### config.mk
export PLATFORM = sky130hd
export DESIGN_NAME = axi_config_rd
export DESIGN_NICKNAME = d
export VERILOG_FILES = /design/src/rtl/axi_config_rd_pkg.sv /design/src/rtl/axi_config_rd.sv
export SDC_FILE = /design/constraint.sdc
export NUM_CORES = 1
export LEC_CHECK = 0
export CELL_PAD_IN_SITES_DETAIL_PLACEMENT = 1
export CELL_PAD_IN_SITES_GLOBAL_PLACEMENT = 2
export CORE_MARGIN = 4
export CORE_UTILIZATION = 27
export CTS_BUF_LIST = sky130_fd_sc_hd__clkbuf_4
export DETAILED_ROUTE_END_ITERATION = 8
export PLACE_DENSITY = 0.89
export SLEW_MARGIN = 5
export SYNTH_ARGS = -nofsm -noshare
export SYNTH_HDL_FRONTEND = slang
export SYNTH_SLANG_ARGS = --single-unit
### constraint.sdc
create_clock -name clk -period 4.75 [get_ports clk]
set_input_delay 0.7125 -clock clk [delete_from_list [all_inputs] [get_ports clk]]
set_output_delay 0.7125 -clock clk [all_outputs]
set_load 0.02 [all_outputs]
### src/rtl/axi_config_rd_pkg.sv
// AXI response and burst encodings shared by the config-register read and write slaves.
package axi_config_rd_pkg;

  typedef enum logic [1:0] {
    RESP_OKAY   = 2'b00,
    RESP_EXOKAY = 2'b01,
    RESP_SLVERR = 2'b10,
    RESP_DECERR = 2'b11
  } axi_resp_e;

  typedef enum logic [1:0] {
    BURST_FIXED = 2'b00,
    BURST_INCR  = 2'b01,
    BURST_WRAP  = 2'b10
  } axi_burst_e;

endpackage

### src/rtl/axi_config_rd.sv
// AXI4 read slave: turns each AR burst into one config-register read per beat and
// returns the words as R beats, strictly one read outstanding at a time.
module axi_config_rd
  import axi_config_rd_pkg::*;
#(
  parameter int ADDR_WIDTH   = 32,
  parameter int DATA_WIDTH   = 32,
  parameter int STRB_WIDTH   = DATA_WIDTH / 8,
  parameter int ID_WIDTH     = 8,
  parameter int RUSER_ENABLE = 0,
  parameter int RUSER_WIDTH  = 1,
  parameter int ARUSER_WIDTH = 1
) (
  input  logic                    clk,
  input  logic                    rst,
  input  logic [ID_WIDTH-1:0]     s_axi_arid,
  input  logic [ADDR_WIDTH-1:0]   s_axi_araddr,
  input  logic [7:0]              s_axi_arlen,
  input  logic [2:0]              s_axi_arsize,
  input  logic [1:0]              s_axi_arburst,
  input  logic                    s_axi_arlock,
  input  logic [3:0]              s_axi_arcache,
  input  logic [2:0]              s_axi_arprot,
  input  logic [3:0]              s_axi_arqos,
  input  logic [3:0]              s_axi_arregion,
  input  logic [ARUSER_WIDTH-1:0] s_axi_aruser,
  input  logic                    s_axi_arvalid,
  output logic                    s_axi_arready,
  output logic [ID_WIDTH-1:0]     s_axi_rid,
  output logic [DATA_WIDTH-1:0]   s_axi_rdata,
  output logic [1:0]              s_axi_rresp,
  output logic                    s_axi_rlast,
  output logic [RUSER_WIDTH-1:0]  s_axi_ruser,
  output logic                    s_axi_rvalid,
  input  logic                    s_axi_rready,
  output logic                    rd,
  output logic [ADDR_WIDTH-1:0]   raddr,
  input  logic [DATA_WIDTH-1:0]   rd_data,
  input  logic [RUSER_WIDTH-1:0]  rd_user,
  input  logic                    rd_valid
);

  typedef enum logic [1:0] {ST_IDLE, ST_ISSUE, ST_WAIT, ST_RESP} state_e;

  state_e                  state_q, state_d;
  logic                    arready_q;
  logic [ID_WIDTH-1:0]     id_q;
  logic [ADDR_WIDTH-1:0]   addr_q;
  logic [7:0]              count_q;
  logic [DATA_WIDTH-1:0]   rdata_q;
  logic [RUSER_WIDTH-1:0]  ruser_q;
  logic                    rlast_q;
  logic                    rvalid_q;

  // Burst type, size, cache attributes etc. are accepted but have no effect.
  logic unused_ar;
  assign unused_ar = ^{s_axi_arsize, s_axi_arburst, s_axi_arlock, s_axi_arcache,
                       s_axi_arprot, s_axi_arqos, s_axi_arregion, s_axi_aruser};

  always_comb begin
    // NOTE: default first so every path assigns state_d and no latch is inferred.
    state_d = state_q;
    case (state_q)
      ST_IDLE:  if (s_axi_arvalid && arready_q) state_d = ST_ISSUE;
      ST_ISSUE: state_d = ST_WAIT;
      ST_WAIT:  if (rd_valid) state_d = ST_RESP;
      ST_RESP:  if (s_axi_rready) state_d = (count_q == 8'd0) ? ST_IDLE : ST_ISSUE;
      default:  state_d = ST_IDLE;
    endcase
  end

  always_ff @(posedge clk or posedge rst) begin
    if (rst) begin
      state_q <= ST_IDLE;
    end else begin
      // NOTE: non-blocking so every register samples pre-edge values.
      state_q <= state_d;
    end
  end

  always_ff @(posedge clk or posedge rst) begin
    if (rst) begin
      arready_q <= 1'b0;
      id_q      <= '0;
      addr_q    <= '0;
      count_q   <= '0;
      rdata_q   <= '0;
      ruser_q   <= '0;
      rlast_q   <= 1'b0;
      rvalid_q  <= 1'b0;
    end else begin
      case (state_q)
        ST_IDLE: begin
          arready_q <= 1'b1;
          if (s_axi_arvalid && arready_q) begin
            arready_q <= 1'b0;
            id_q      <= s_axi_arid;
            addr_q    <= s_axi_araddr;
            count_q   <= s_axi_arlen;
          end
        end
        ST_WAIT: begin
          if (rd_valid) begin
            rdata_q  <= rd_data;
            ruser_q  <= (RUSER_ENABLE != 0) ? rd_user : '0;
            rlast_q  <= (count_q == 8'd0);
            rvalid_q <= 1'b1;
          end
        end
        ST_RESP: begin
          // R regs double as the one-entry output buffer; they hold until accepted.
          if (s_axi_rready) begin
            rvalid_q <= 1'b0;
            rlast_q  <= 1'b0;
            if (count_q == 8'd0) begin
              arready_q <= 1'b1;
            end else begin
              count_q <= count_q - 8'd1;
              addr_q  <= addr_q + ADDR_WIDTH'(STRB_WIDTH);
            end
          end
        end
        default: ;
      endcase
    end
  end

  assign s_axi_arready = arready_q;
  assign s_axi_rid     = id_q;
  assign s_axi_rdata   = rdata_q;
  assign s_axi_rresp   = RESP_OKAY;
  assign s_axi_rlast   = rlast_q;
  assign s_axi_ruser   = ruser_q;
  assign s_axi_rvalid  = rvalid_q;
  assign rd            = (state_q == ST_ISSUE);
  assign raddr         = addr_q;

endmodule

# Yosys cells after proc, flatten, opt, wreduce, memory -nomap -nowiden
# Index checks and enable logic that the tools add are counted.
# classes
n_addsub,2
mul,0
div_mod_pow,0
n_lt_le_gt_ge,0
eq_ne,8
shifts,0
n_mux,22
bitwise,0
n_reduce_logical,11
# ops
op,n
32-bit two-way mux,3
32-bit case mux with 2 select lines,1
32-bit by 3-bit adder with 32-bit output (second input constant),1
8-bit two-way mux,3
8-bit case mux with 2 select lines,1
2-bit inequality test (second input constant),5
3-bit AND reduction,3
8-bit logical NOT,1
2-bit case mux with 4 select lines,1
8-bit by 1-bit subtractor with 8-bit output (second input constant),1
1-bit two-way mux,7
2-bit two-way mux,3
1-bit case mux with 2 select lines,3
2-bit == test (second input constant),2
2-bit AND reduction,2
4-bit AND reduction,1
2-bit nonzero test,2
2-bit by 1-bit == test with 1-bit output (second input constant),1
2-bit logical NOT,1
1-bit logical AND,1
# word_totals
reg_bits,85
latch_bits,0
ramBits,0
rom_bits,0
in_bits,108
elab_cells,51
memories,0

# Longest topological paths before layout
# depth
ltp_word,4
depth_mapped,8
ltp_nobuf,7

# Worst setup path before layout
# Ideal clock, no wire load.
# synth_timing
path_type,register -> register
from,register count_q[3]
to,register addr_q[22] (netlist: raddr[22])
setup_time_ns,0.126
arrival_ns,1.905
slack_ns,2.719
stages_incl_launch_ff,7
cell_sequence,dfrtp_1 or4_4 nor4b_4 or3_1 buf_6 nor4_1 a221o_1
# synth_between
elab_chain_len,3
# synth_rtl
element,line_no,text
"start, declared",axi_config_rd.sv:49,logic [7:0] count_q;
"start signal, assigned",axi_config_rd.sv:99,count_q <= s_axi_arlen;
"start signal, assigned",axi_config_rd.sv:118,count_q <= count_q - 8'd1;
8-bit logical NOT,axi_config_rd.sv:115,if (count_q == 8'd0) begin
2-bit inequality test (no line),-,
4-bit AND reduction (no line),-,
"end signal, assigned",axi_config_rd.sv:98,addr_q <= s_axi_araddr;
"end signal, assigned",axi_config_rd.sv:119,addr_q <= addr_q + ADDR_WIDTH'(STRB_WIDTH);
"end, declared",axi_config_rd.sv:48,logic [ADDR_WIDTH-1:0] addr_q;
# No other way between the ends.
# A chain may end at the register's enable or synchronous reset.

# Worst setup path in the final report
# layout_timing
from,register state_q[0]
to,register addr_q[6] (netlist: raddr[6])
# layout_between
elab_chain_len,3
word_cells_on_any_way,8
classes_between,eq/ne (4); mux (1); reduce/logical (3)
# layout_rtl
element,line_no,text
"start, declared",axi_config_rd.sv:45,"state_e state_q, state_d;"
"start signal, assigned",axi_config_rd.sv:77,state_q <= state_d;
2-bit == test or 2-bit logical NOT (tied branches),axi_config_rd.sv:92,case (state_q)
2-bit inequality test (no line) or 2-bit nonzero test (tied branches),-,
4-bit AND reduction (no line),-,
# Several ways; a longest one is shown, not always the timed one.

==> flow_metrics.py <==
metrics = {
    "cts": {
        "clock-sinks": 85,
        "cts_resized": 0,
        "post_cts_buffers": 0,
        "clockBufferDepth": 2,
        "htree_levels": 3,
        "root_buffer": "clkbuf_4",
        "clk_latency_ns": 0.46,
        "numCtsBuffers": 9,
        "cts_tree": "done",
        "clk_pin_slew_ns": 0.16,
        "hold_buffers": 0,
    },
    "timing": {
        "setup_viol_count_final": 0,
        "tightestPinTransition_ns": 1.079,
        "fmax_mhz": 355.7,
        "finalHoldViolCount": 0,
        "rsz0062_at_grt": "false",
        "fin_skew_ns": 0.02937,
        "maxSlewViolCount": 0,
        "finalSetupTns_ns": 0,
        "timing.hold.ws_ns": 0.5168,
        "slew_headroom": 0.2791,
        "finalWorstSetupSlack_ns": 1.938,
        "period_share": 0.5919,
        "period_needed_ns": 2.812,
    },
    "layout": {
        "area_delta_synth_final_pct": 44.31,
        "drive_above_1_share": 0.1190,
        "seq_area_mm2": 0.002127,
        "finish.utilization": 0.3970,
        "fin_nets": 698,
        "multi_input_area_mm2": 0.002038,
        "fill_cells": 1787,
        "finalInstanceArea_mm2": 0.006284,
    },
    "synthesis": {
        "synthesis.area_mm2": 0.004354,
        "synth.avg_cell_area_um2": 9.941,
        "ys_dominant_reg_cell": "dfrtp_1",
        "synth_edf_count": 0,
        "async_reset_ff_frac": 1.000,
        "synth-seq-cells": 85,
        "yosysSeqAreaShare": 0.4885,
        "yosys_warnings": 0,
        "synth.distinct_cells": 48,
        "syn_inst": 438,
    },
    "detailed_routing": {
        "vias": 4074,
        "wl_per_cell_um": 18.99,
        "drtIter0Drc": 153,
        "via_per_inst": 5.061,
        "routed.top_layer": "met5",
        "met1Wirelength_mm": 6.170,
        "routed-wl-met3_mm": 1.735,
        "wl_met2_mm": 7.187,
        "ant_nets": 0,
        "drcViolationCount": 0,
        "firstDrtPassIters": 4,
        "wirelength_mm": 15.29,
    },
    "grt": {
        "grt_usage": 0.1700,
        "grt_first_pass_wirelength_mm": 24.63,
        "grt_pass1_vias": 4522,
        "overflow": 0,
        "grt_max_degree": 67,
        "antenna_found_initial": 2,
    },
    "power": {
        "p_per_area_mw_per_mm2": 689.8,
        "p_leak_uw": 0.002427,
        "ir_worst_vdd_v": 0.0003713,
    },
    "critical_path": {
        "cp_slowest_cell": "a21oi_4",
        "crit_type": "flip-flop to flip-flop",
        "start_kind": "flip-flop",
        "crit_path_start": "state_q[0]$_DFFE_PP0P_",
        "cp.arrival_ns": 3.19,
        "path_max_fanout": 28,
        "r2r-start": "state_q[0]$_DFFE_PP0P_",
        "worst_setup_path_end_kind": "flip-flop",
        "worst-path-buf-inv": 1,
        "cpMostUsedCell": "a21oi_1",
        "crit_required_ns": 5.12,
        "cp_top_family": "compound AO/OA/AOI/OAI gates",
        "crit_chain": "ha_2 -> or2_2 -> nand3b_1 -> a21oi_4 -> buf_4 -> a21oi_1 -> a21oi_1",
        "crit_path_max_incr_delay_ns": 0.67,
    },
    "floorplan": {
        "placementRows": 46,
        "initial_utilization": 0.2751,
        "die_h_um": 135.0,
        "core_area_mm2": 0.01583,
        "fp.dieArea_mm2": 0.01822,
        "io_pins": 187,
        "die_w_um": 135.0,
    },
    "placement": {
        "place_ws_ns": 1.718,
        "gp_congestion": 0.7604,
        "io_buffers": 160,
        "dp_hpwl_mm": 11.52,
        "place_area_mm2": 0.006110,
    },
    "min_path": {
        "min_path_type": "flip-flop to flip-flop",
        "hold_start": "raddr[0]$_DFFE_PP0P_",
    },
    "run_status": {
        "status": "finished clean",
    },
    "run": {
        "max-cap-violations": 0,
    },
}
[cells in the final DEF (no fill, tap or decap), types with 13 or more instances in the layout]
cell,count
nand3_1,22
o21ai_0,27
nor2_1,13
mux2_2,40
nand4_1,15
o22ai_1,14
a21oi_1,43
nand2_1,47
dfrtp_1,85
clkdlybuf4s50_1,160
[tightest hold or removal path: stages, from the launching register on]
cell and delay, ns:
dfrtp_1 0.38, nand2_1 0.06, nand2_1 0.06
[cells by family (layout without fill, tap and decap cells)]
logic type	after synthesis	in the layout	synth area share
compound gates	115	115	0.1592
other cells	1	4	0.0008612
mux	44	44	0.1126
flops	85	85	0.4885
simple gates	143	143	0.1713
buf+inv	43	191	0.04741
fa+ha+maj	7	7	0.02011
[cells in the mapped netlist (2+ instances only)]
| master | number | area share |
|---|---|---|
| a311oi_1 | 2 | 0.0040 |
| buf_4 | 3 | 0.0052 |
| mux2_2 | 40 | 0.10 |
| or4_1 | 2 | 0.0034 |
| o22a_1 | 2 | 0.0040 |
| a2bb2oi_1 | 6 | 0.012 |
| o21ai_0 | 27 | 0.031 |
| buf_2 | 3 | 0.0034 |
| and3_1 | 3 | 0.0043 |
| a22oi_1 | 3 | 0.0052 |
| o211ai_1 | 3 | 0.0052 |
| nor2_1 | 13 | 0.011 |
| o31ai_1 | 3 | 0.0052 |
| and4_1 | 3 | 0.0060 |
| buf_6 | 4 | 0.010 |
| dfrtp_1 | 85 | 0.49 |
| a211oi_1 | 3 | 0.0052 |
| nor2b_1 | 2 | 0.0029 |
| o41ai_1 | 2 | 0.0040 |
| nand2_1 | 47 | 0.041 |
| mux2i_1 | 4 | 0.0092 |
| nor3_1 | 6 | 0.0069 |
| clkbuf_1 | 18 | 0.016 |
| inv_1 | 11 | 0.0095 |
| o22ai_1 | 14 | 0.020 |
| a21oi_1 | 43 | 0.049 |
| nand4_1 | 15 | 0.022 |
| buf_1 | 4 | 0.0034 |
| or2_2 | 3 | 0.0043 |
| ha_1 | 7 | 0.020 |
| nor4_1 | 9 | 0.013 |
| nand2b_1 | 8 | 0.011 |
| nand3_1 | 22 | 0.025 |
| or3_1 | 3 | 0.0043 |
| a221o_1 | 2 | 0.0046 |
[flip-flops by register name (all words and copies together), names as in the netlist]
register,cells
s_axi_rvalid,1
s_axi_arready,1
s_axi_rid,8
raddr,32
state_q,2
count_q,8
s_axi_rdata,32
s_axi_rlast,1
[worst paths after layout]
kind,to,slack (ns),cells past startpoint
setup reg to reg,raddr[6]$_DFFE_PP0P_,1.94,7
hold / removal,raddr[0]$_DFFE_PP0P_,0.52,2
min in group asynchronous,s_axi_rdata[16]$_DFFE_PP0P_,0.66,2
max in group asynchronous,raddr[31]$_DFFE_PP0P_,2.96,3
hold reg to reg,raddr[0]$_DFFE_PP0P_,0.52,2
setup / recovery,raddr[6]$_DFFE_PP0P_,1.94,7
[metrics by stage]
stage / cells / total power [uW]
after floorplan: 440 / 2804
after global placement: 788 / 3738
after detailed placement: 788 / 3853
after CTS: 804 / 4382
after global routing: 805 / 4660
final: 805 / 4335
[routing by layer]
metal,global-route usage,vias up
met5,0,-
met3,0.08271,13
met4,0.04703,2
li1,-,1897
met2,0.2810,153
met1,0.1970,2009
[final cells by class]
cell class	count	share of cell area
antenna	1	0.0003982
clock buffer	9	0.01075
clock inverter	7	0.01653
inverter	11	0.006770
multi-input combinational	312	0.3244
sequential	85	0.3385
tap	216	0.04301
timing repair buffer	164	0.2597
[report_power, final]
group | switching, uW | leakage, uW | internal [uW]
sequential | 362 | 0.000986 | 1080
combinational | 1280 | 0.00136 | 1100
clock | 293 | 0.0000851 | 221
(Power assumes the default switching activity.)
